<file path="config.mk">
export PLATFORM = sky130hd
export DESIGN_NAME = note_player
export DESIGN_NICKNAME = d
export VERILOG_FILES = /design/src/rtl/buzzer_pkg.sv /design/src/rtl/note_player_tick_gen.sv /design/src/rtl/note_player.sv
export SDC_FILE = /design/constraint.sdc
export NUM_CORES = 1
export LEC_CHECK = 0
export BUFFER_PORTS_ARGS = -buffer_cell sky130_fd_sc_hd__buf_2
export CAP_MARGIN = 20
export CORE_MARGIN = 2
export CORE_UTILIZATION = 65
export DETAILED_ROUTE_END_ITERATION = 6
export PLACE_DENSITY = 0.95
export RECOVER_POWER = 100
export SYNTH_ARGS = -nofsm -noshare
export SYNTH_HDL_FRONTEND = slang
export SYNTH_HIERARCHICAL = 1
export SYNTH_SLANG_ARGS = --single-unit
</file>
<file path="constraint.sdc">
create_clock -name clk -period 5.2 [get_ports clk]
set_input_delay 0.78 -clock clk [delete_from_list [all_inputs] [get_ports clk]]
set_output_delay 0.78 -clock clk [all_outputs]
set_load 0.02 [all_outputs]
</file>
<file path="src/rtl/buzzer_pkg.sv">
`timescale 1ns/1ps
// Shared definitions for the buzzer/melody blocks: playback states, the
// tick-period helper and note half-periods at a 100 MHz system clock.
package buzzer_pkg;

  typedef enum logic [1:0] {
    IDLE = 2'd0,
    PLAY = 2'd1,
    GAP  = 2'd2
  } state_t;

  // Clock cycles per duration tick.
  function automatic int tick_cycles(input int clk_hz, input int tick_hz);
    return clk_hz / tick_hz;
  endfunction

  // Half-periods in 100 MHz cycles, used by the melody sequencer.
  localparam int NOTE_C4   = 191110;
  localparam int NOTE_D4   = 170262;
  localparam int NOTE_E4   = 151685;
  localparam int NOTE_F4   = 143172;
  localparam int NOTE_G4   = 127551;
  localparam int NOTE_A4   = 113636;
  localparam int NOTE_B4   = 101239;
  localparam int NOTE_C5   = 95556;
  localparam int NOTE_REST = 0;

endpackage

</file>
<file path="src/rtl/note_player_tick_gen.sv">
`timescale 1ns/1ps
// Duration prescaler: emits a one-cycle tick every TICK_CYC enabled cycles.
// clr restarts the phase so a freshly accepted note gets whole ticks.
module tick_gen #(
  parameter int TICK_CYC = 10
) (
  input  logic clk,
  input  logic reset,
  input  logic clr,
  input  logic en,
  output logic tick
);

  localparam int PRE_W = (TICK_CYC > 1) ? $clog2(TICK_CYC) : 1;

  logic [PRE_W-1:0] r_cnt;
  logic             w_wrap;

  assign w_wrap = (r_cnt == PRE_W'(TICK_CYC - 1));
  assign tick   = en && w_wrap;

  // Prescaler counts 0..TICK_CYC-1 while enabled, holds otherwise.
  always_ff @(posedge clk) begin
    if (reset || clr) begin
      r_cnt <= '0;
    end else if (en) begin
      r_cnt <= w_wrap ? '0 : r_cnt + PRE_W'(1);
    end
  end

endmodule

</file>
<file path="src/rtl/note_player.sv">
`timescale 1ns/1ps
// Note playback: accepts {half-period, duration} per handshake, plays a
// square wave for the duration, holds a silent gap, then pulses note_done.
module note_player
  import buzzer_pkg::*;
#(
  parameter int CLK_HZ  = 100_000_000,
  parameter int TICK_HZ = 1000,
  parameter int GAP_MS  = 20,
  parameter int HALF_W  = 20,
  parameter int DUR_W   = 12
) (
  input  logic              clk,
  input  logic              reset,
  input  logic              note_valid,
  output logic              note_ready,
  input  logic [HALF_W-1:0] note_half,
  input  logic [DUR_W-1:0]  note_dur,
  input  logic              stop,
  output logic              buzzer,
  output logic              busy,
  output logic              note_done
);

  localparam int TICK_CYC = tick_cycles(CLK_HZ, TICK_HZ);
  // The tick counter also times the gap, so it must hold GAP_MS-1 as well.
  localparam int GAP_W    = $clog2(GAP_MS + 1);
  localparam int CNT_W    = (DUR_W > GAP_W) ? DUR_W : GAP_W;

  if (CLK_HZ % TICK_HZ != 0) begin : g_bad_tick
    $error("note_player: CLK_HZ must be an integer multiple of TICK_HZ");
  end

  state_t            r_state;
  state_t            w_state_nxt;
  logic [HALF_W-1:0] r_half;
  logic [HALF_W-1:0] r_half_cnt;
  logic [DUR_W-1:0]  r_dur;
  logic [CNT_W-1:0]  r_tick_cnt;
  logic              r_buzzer;
  logic              r_done;
  logic              w_done_nxt;
  logic              w_accept;
  logic              w_tick;
  logic              w_clr;
  logic              w_toggle;
  logic              w_play_end;
  logic              w_gap_end;

  assign note_ready = (r_state == IDLE) && !stop && !reset;
  assign w_accept   = note_valid && note_ready;
  assign w_clr      = stop || w_accept;

  assign w_toggle   = (r_state == PLAY) && (r_half != '0) &&
                      (r_half_cnt == r_half - HALF_W'(1));
  assign w_play_end = (r_state == PLAY) && w_tick &&
                      (r_tick_cnt == CNT_W'(r_dur - DUR_W'(1)));
  assign w_gap_end  = (r_state == GAP) && w_tick &&
                      (r_tick_cnt == CNT_W'(GAP_MS - 1));

  assign buzzer    = r_buzzer;
  assign busy      = (r_state != IDLE);
  assign note_done = r_done;

  tick_gen #(
    .TICK_CYC (TICK_CYC)
  ) u_tick_gen (
    .clk   (clk),
    .reset (reset),
    .clr   (w_clr),
    .en    (r_state != IDLE),
    .tick  (w_tick)
  );

  // Next state and completion pulse; stop overrides accept and completion.
  always_comb begin
    w_state_nxt = r_state;
    w_done_nxt  = 1'b0;
    if (stop) begin
      w_state_nxt = IDLE;
    end else begin
      case (r_state)
        IDLE: begin
          if (w_accept) begin
            if (note_dur == '0) begin
              w_done_nxt = 1'b1;
            end else begin
              w_state_nxt = PLAY;
            end
          end
        end
        PLAY: begin
          if (w_play_end) begin
            if (GAP_MS == 0) begin
              w_state_nxt = IDLE;
              w_done_nxt  = 1'b1;
            end else begin
              w_state_nxt = GAP;
            end
          end
        end
        GAP: begin
          if (w_gap_end) begin
            w_state_nxt = IDLE;
            w_done_nxt  = 1'b1;
          end
        end
        default: w_state_nxt = IDLE;
      endcase
    end
  end

  // State register and registered completion pulse.
  always_ff @(posedge clk) begin
    if (reset) begin
      r_state <= IDLE;
      r_done  <= 1'b0;
    end else begin
      r_state <= w_state_nxt;
      r_done  <= w_done_nxt;
    end
  end

  // Note parameters are captured on accept so later input changes are ignored.
  always_ff @(posedge clk) begin
    if (reset) begin
      r_half <= '0;
      r_dur  <= '0;
    end else if (w_accept) begin
      r_half <= note_half;
      r_dur  <= note_dur;
    end
  end

  // Half-period counter wraps at half-1; frozen for rests.
  always_ff @(posedge clk) begin
    if (reset || w_clr || (r_state != PLAY)) begin
      r_half_cnt <= '0;
    end else if (r_half != '0) begin
      r_half_cnt <= w_toggle ? '0 : r_half_cnt + HALF_W'(1);
    end
  end

  // Tick counter times the note and then the gap; restarts at each phase.
  always_ff @(posedge clk) begin
    if (reset || w_clr || w_play_end || w_gap_end) begin
      r_tick_cnt <= '0;
    end else if (w_tick) begin
      r_tick_cnt <= r_tick_cnt + CNT_W'(1);
    end
  end

  // Square-wave output, forced low outside PLAY and on leaving PLAY.
  always_ff @(posedge clk) begin
    if (reset || w_clr || (r_state != PLAY) || w_play_end) begin
      r_buzzer <= 1'b0;
    end else if (w_toggle) begin
      r_buzzer <= ~r_buzzer;
    end
  end

endmodule
</file>
Word level (Yosys, flattened, before mapping):

Cells that the tools add are included.

* mux-type cells: 11
* add/sub/neg operators: 5
* eq/ne operators: 11
* reductions and logical operators: 24
* divide/modulo/power cells: 0
* bitwise operators: 1
* order comparisons: 0
* multipliers: 0
* shifts and indexed selects: 0

Operator list (number)
* 20-bit by 1-bit adder with 20-bit output (second input constant): 1
* 20-bit equality test: 1
* 20-bit 2-to-1 mux: 1
* 20-bit nonzero test: 1
* 20-bit by 1-bit subtractor with 20-bit output (second input constant): 1
* 17-bit by 1-bit adder with 17-bit output (second input constant): 1
* 17-bit equality test (second input constant): 1
* 17-bit 2-to-1 mux: 1
* 12-bit by 1-bit adder with 12-bit output (second input constant): 1
* 12-bit equality test: 1
* 12-bit by 5-bit equality test with 1-bit output (second input constant): 1
* 12-bit logical NOT: 1
* 12-bit by 1-bit subtractor with 12-bit output (second input constant): 1
* 1-bit logical AND: 10
* 2-bit 2-to-1 mux: 4
* 2-bit != test (second input constant): 4
* 1-bit logical OR: 6
* 2-bit case mux with 3 select lines: 1
* 4-bit AND reduction: 1
* 1-bit 2-to-1 mux: 3
* 2-bit by 1-bit equality test with 1-bit output (second input constant): 1
* 2-bit equality test (second input constant): 1
* 1-bit logical NOT: 2
* 2-bit logical NOT: 1
* other kinds (5): 5

* memories: 0
* logic and storage cells: 60
* flip-flop bits (word level): 85
* output and inout bits: 4
* latch bits: 0
* input bits: 36
* ROM bits: 0
* bits in writable memories: 0

Logic depth before layout (Yosys ltp):

* word-level depth: 8
* gate-level depth with buffers: 11
* gate-level depth less buffers: 9

Cells and area by module:

Netlist, hierarchy kept.

Modules (own cells, without submodules)
* note_player: seq. area each 1361.3 µm², instances 1, cells an instance 514, area each 4001.3 µm²
* tick_gen: seq. area each 340.3 µm², instances 1, cells an instance 95, area each 839.6 µm²

Worst setup path after synthesis:

No wires, ideal clock.

* path type: register to register
* from: register r_half[0]
* to: register r_half_cnt[0]
* period minus slack after synthesis: 2710 ps
* required time: 5068 ps
* cell stages (with the launch flop): 11
* path slack: 2490 ps
* arrival: 2578 ps
* path through: dfxtp_1 inv_1 ha_1 or3b_2 nor3_1 xnor2_1 a2111o_1 or3_1 nor4_2 buf_4 nor3_1

* cells in the longest elaborated chain, start to end: 4
* elaborated cells between the ends (all ways): 6
* classes of those cells: 1 x add/sub; 1 x eq/ne; 1 x mux; 3 x reduce/logical

Ends and longest elaborated chain
* start: declaration: line note_player.sv:36 `logic [HALF_W-1:0] r_half;`
* start signal: assignment: line note_player.sv:130 `r_half <= note_half;`
* 20-bit by 1-bit subtractor with 20-bit output or 20-bit nonzero test (tied branches): line note_player.sv:55, note_player.sv:54, note_player.sv:139
* 20-bit equality test or 1-bit logical AND (tied branches): line note_player.sv:55, note_player.sv:54
* 1-bit logical AND: line note_player.sv:54 `assign w_toggle = (r_state == PLAY) && (r_half != '0) &&`
* 20-bit 2-to-1 mux: line note_player.sv:140 `r_half_cnt <= w_toggle ? '0 : r_half_cnt + HALF_W'(1);`
* end signal: assignment: line note_player.sv:140
* end: declaration: line note_player.sv:37 `logic [HALF_W-1:0] r_half_cnt;`

Parallel ways exist; a longest one is shown, timed or not.
A chain may end at the register's enable or synchronous reset.

Worst setup path in the final report:

* from: register r_half[0]
* to: register r_half_cnt[8]

The elaborated chain is that of the path after synthesis.

==> flow_metrics.env <==
export IMPL_status="finished, violations left"
export IMPL_violations="capacitance limit, slew limit"
export IMPL_syn_nets=651
export IMPL_ys_warn_count=6
export IMPL_wl_per_cell_um=16.38
export IMPL_cts_root_buf="clkbuf_8"
export IMPL_relSlewSlack_pct=-1.907
export IMPL_timing_final_crit_period_ns=3.793
export IMPL_clock_sinks=85
export IMPL_cts_tree="built"
export IMPL_ys_seq_area_share_pct=35.15
export IMPL_io_buffers=39
export IMPL_arrival_ns=3.99
export IMPL_syn_inst=609
export IMPL_grt_pass1_vias=4413
export IMPL_start_kind="flip-flop"
export IMPL_viasPerCell=6.365
export IMPL_worstPathRequired_ns=5.40
export IMPL_syn_area_um2=4841
export IMPL_antenna_found_initial=0
export IMPL_clk_path_buf_depth=2
export IMPL_ir_drop_v=0.0002170
export IMPL_worstSkewPairLatency_ns=0.37
export IMPL_grt_overflow=0
export IMPL_yosysMostFrequentCell="nand2_1"
export IMPL_drc=0
export IMPL_ys_ff_latch=85
export IMPL_worstSetupPathType="flip-flop to flip-flop"
export IMPL_fill_cells=544
export IMPL_fin_nets=666
export IMPL_setup_violations_final=0
export IMPL_yosys_top_cells_count="nand2_1 (93), dfxtp_1 (85), nor2_1 (48)"
export IMPL_routabilityCongestion=0.9471
export IMPL_firstDrtPassIters=5
export IMPL_synth_top_area_cell="dfxtp_1"
export IMPL_worst_pin_slew_ns=1.528
export IMPL_htree_levels=3
export IMPL_fin_skew_ns=0.01568
export IMPL_design_area_um2=5207
export IMPL_yosys_area_top_type_share_pct=35.15
export IMPL_critPathMaxFanout=20
export IMPL_rows=31
export IMPL_rsz0062_at_grt="no"
export IMPL_numCtsBuffers=9
export IMPL_grt_pass1_wl_um=19780
export IMPL_power_per_cell_area_nw_per_um2=256.7
export IMPL_cts_resized=0
export IMPL_finalMaxSlewViolations=72
export IMPL_die_height_um=90.30
export IMPL_grt_max_degree=38
export IMPL_initial_core_util_pct=67.10
export IMPL_post_cts_setup_buffers=0
export IMPL_ant_nets=0
export IMPL_die_w_um=90.30
export IMPL_async_flop_share_pct=0
export IMPL_holdBufCountCts=0
export IMPL_min_path_type="flip-flop to flip-flop"
export IMPL_area_growth_pct=7.573
export IMPL_drive_gt1_share_pct=10.17
export IMPL_multi_input_area_um2=2909
export IMPL_n_antenna_cell=0
export IMPL_vias=4634
export IMPL_dp_hpwl_um=8388
export IMPL_placed_cell_area_um2=5007
export IMPL_coreArea_um2=7214
export IMPL_synth_main_ff_cell="dfxtp_1"
export IMPL_fmaxAchievable_mhz=263.6
export IMPL_p_leak_nw=1.778
export IMPL_final_setup_tns_ns=0
export IMPL_ys_top_cells_by_area="dfxtp_1 (35%), xnor2_1 (8.0%), nand2_1 (7.2%), xor2_1 (6.5%), nor3_1 (4.1%)"
export IMPL_hold_viol=0
export IMPL_syn_avg_cell_area_um2=7.949
export IMPL_fin_crit_sh_pct=72.95
export IMPL_clkTransAtPathRegs_ns=0.08
export IMPL_final_seq_area_um2=1702
export IMPL_synth_edf_count=0
export IMPL_drtIter0Drc=401
export IMPL_routed_wl_um=11930
export IMPL_cp_end_kind="flip-flop"
export IMPL_track_usage_pct=29.15
export IMPL_die_area_um2=8154
export IMPL_num_io_pins=40
export IMPL_synth_cell_types=59
export IMPL_maxCapViolCount=2
-- flip-flops by register name (all words and copies together), names as in the netlist --
| register | count |
|---|---|
| u_tick_gen/r_cnt | 17 |
| buzzer | 1 |
| note_done | 1 |
| r_dur | 12 |
| r_tick_cnt | 12 |
| r_state | 2 |
| r_half | 20 |
| r_half_cnt | 20 |
-- per-stage QoR --
| stage | worst slack [ns] | power (mW) | hold WS [ns] | util [%] | instances |
|---|---|---|---|---|---|
| global placement | 1.799 | 0.8406 | 0.4624 | 69.41 | 711 |
| floorplan | 2.490 | 0.8057 | 0.4402 | - | 609 |
| finish | 1.407 | 1.337 | 0.4781 | 72.18 | 728 |
| detailed placement | 1.724 | 0.8482 | 0.4647 | 69.41 | 711 |
| global route | 1.159 | 1.380 | 0.5202 | 72.18 | 728 |
| CTS | 2.012 | 1.328 | 0.4751 | 72.27 | 727 |
-- cell usage in the layout (no fill, tap or decap), drive strengths merged, types with 15 or more instances in the layout --
| master | netlist | routed |
|---|---|---|
| a21oi | 39 | 39 |
| nand2 | 93 | 93 |
| nand4 | 18 | 18 |
| clkbuf | 29 | 15 |
| nand3 | 26 | 26 |
| xnor2 | 44 | 44 |
| nor3 | 41 | 41 |
| dfxtp | 85 | 85 |
| xor2 | 36 | 36 |
| nor2 | 48 | 48 |
| nor4 | 22 | 22 |
| buf | 9 | 37 |
-- cells by family (layout without fill, tap and decap cells) --
family | after synthesis | count (layout) | share of synthesized area [%]
xor+xnor | 80 | 80 | 14.47
flops | 85 | 85 | 35.15
mux | 8 | 8 | 1.680
buf+inv | 48 | 68 | 4.239
fa+ha+maj | 6 | 6 | 1.551
compound gates | 75 | 75 | 9.797
simple gates | 307 | 307 | 33.11
-- path summary, 6_finish.rpt --
check	slack, ns	endpoint	cells after the start	from
worst min-delay path	0.48	buzzer$_SDFFE_PP0P_	2	buzzer$_SDFFE_PP0P_
worst max-delay path	1.41	r_half_cnt[8]$_SDFFE_PP0N_	10	r_half[0]$_SDFFE_PP0P_
worst max register to register	1.41	r_half_cnt[8]$_SDFFE_PP0N_	10	r_half[0]$_SDFFE_PP0P_
worst min register to register	0.48	buzzer$_SDFFE_PP0P_	2	buzzer$_SDFFE_PP0P_
-- critical path: stages, from the launching register on --
cell	delay [ns]
dfxtp_1	0.37
inv_1	0.10
ha_1	0.26
nor3b_1	0.63
nand3_1	0.21
a211oi_1	0.21
a211oi_1	0.07
or4_1	0.60
nor4_1	0.30
clkbuf_1	0.73
nor3_1	0.14
-- final cells by class --
type,count,area share [%]
Clock buffer,10,2.643
Sequential cell,85,32.68
Clock inverter,6,1.321
Timing Repair Buffer,42,4.397
Tap cell,99,2.379
Inverter,10,0.7208
Multi-Input combinational cell,476,55.86
-- layer usage --
metal,global-route usage (%),wire (µm)
met5,0,0
met2,49.81,5773
met4,12.82,321
met1,36.00,4898
met3,5.259,932
-- where the power goes --
group,total [mW],switching (mW),internal [mW]
sequential,0.674,0.0151,0.659
combinational,0.168,0.0983,0.0697
clock,0.495,0.256,0.239
total,1.34,0.369,0.967
(Power assumes the default switching activity.)
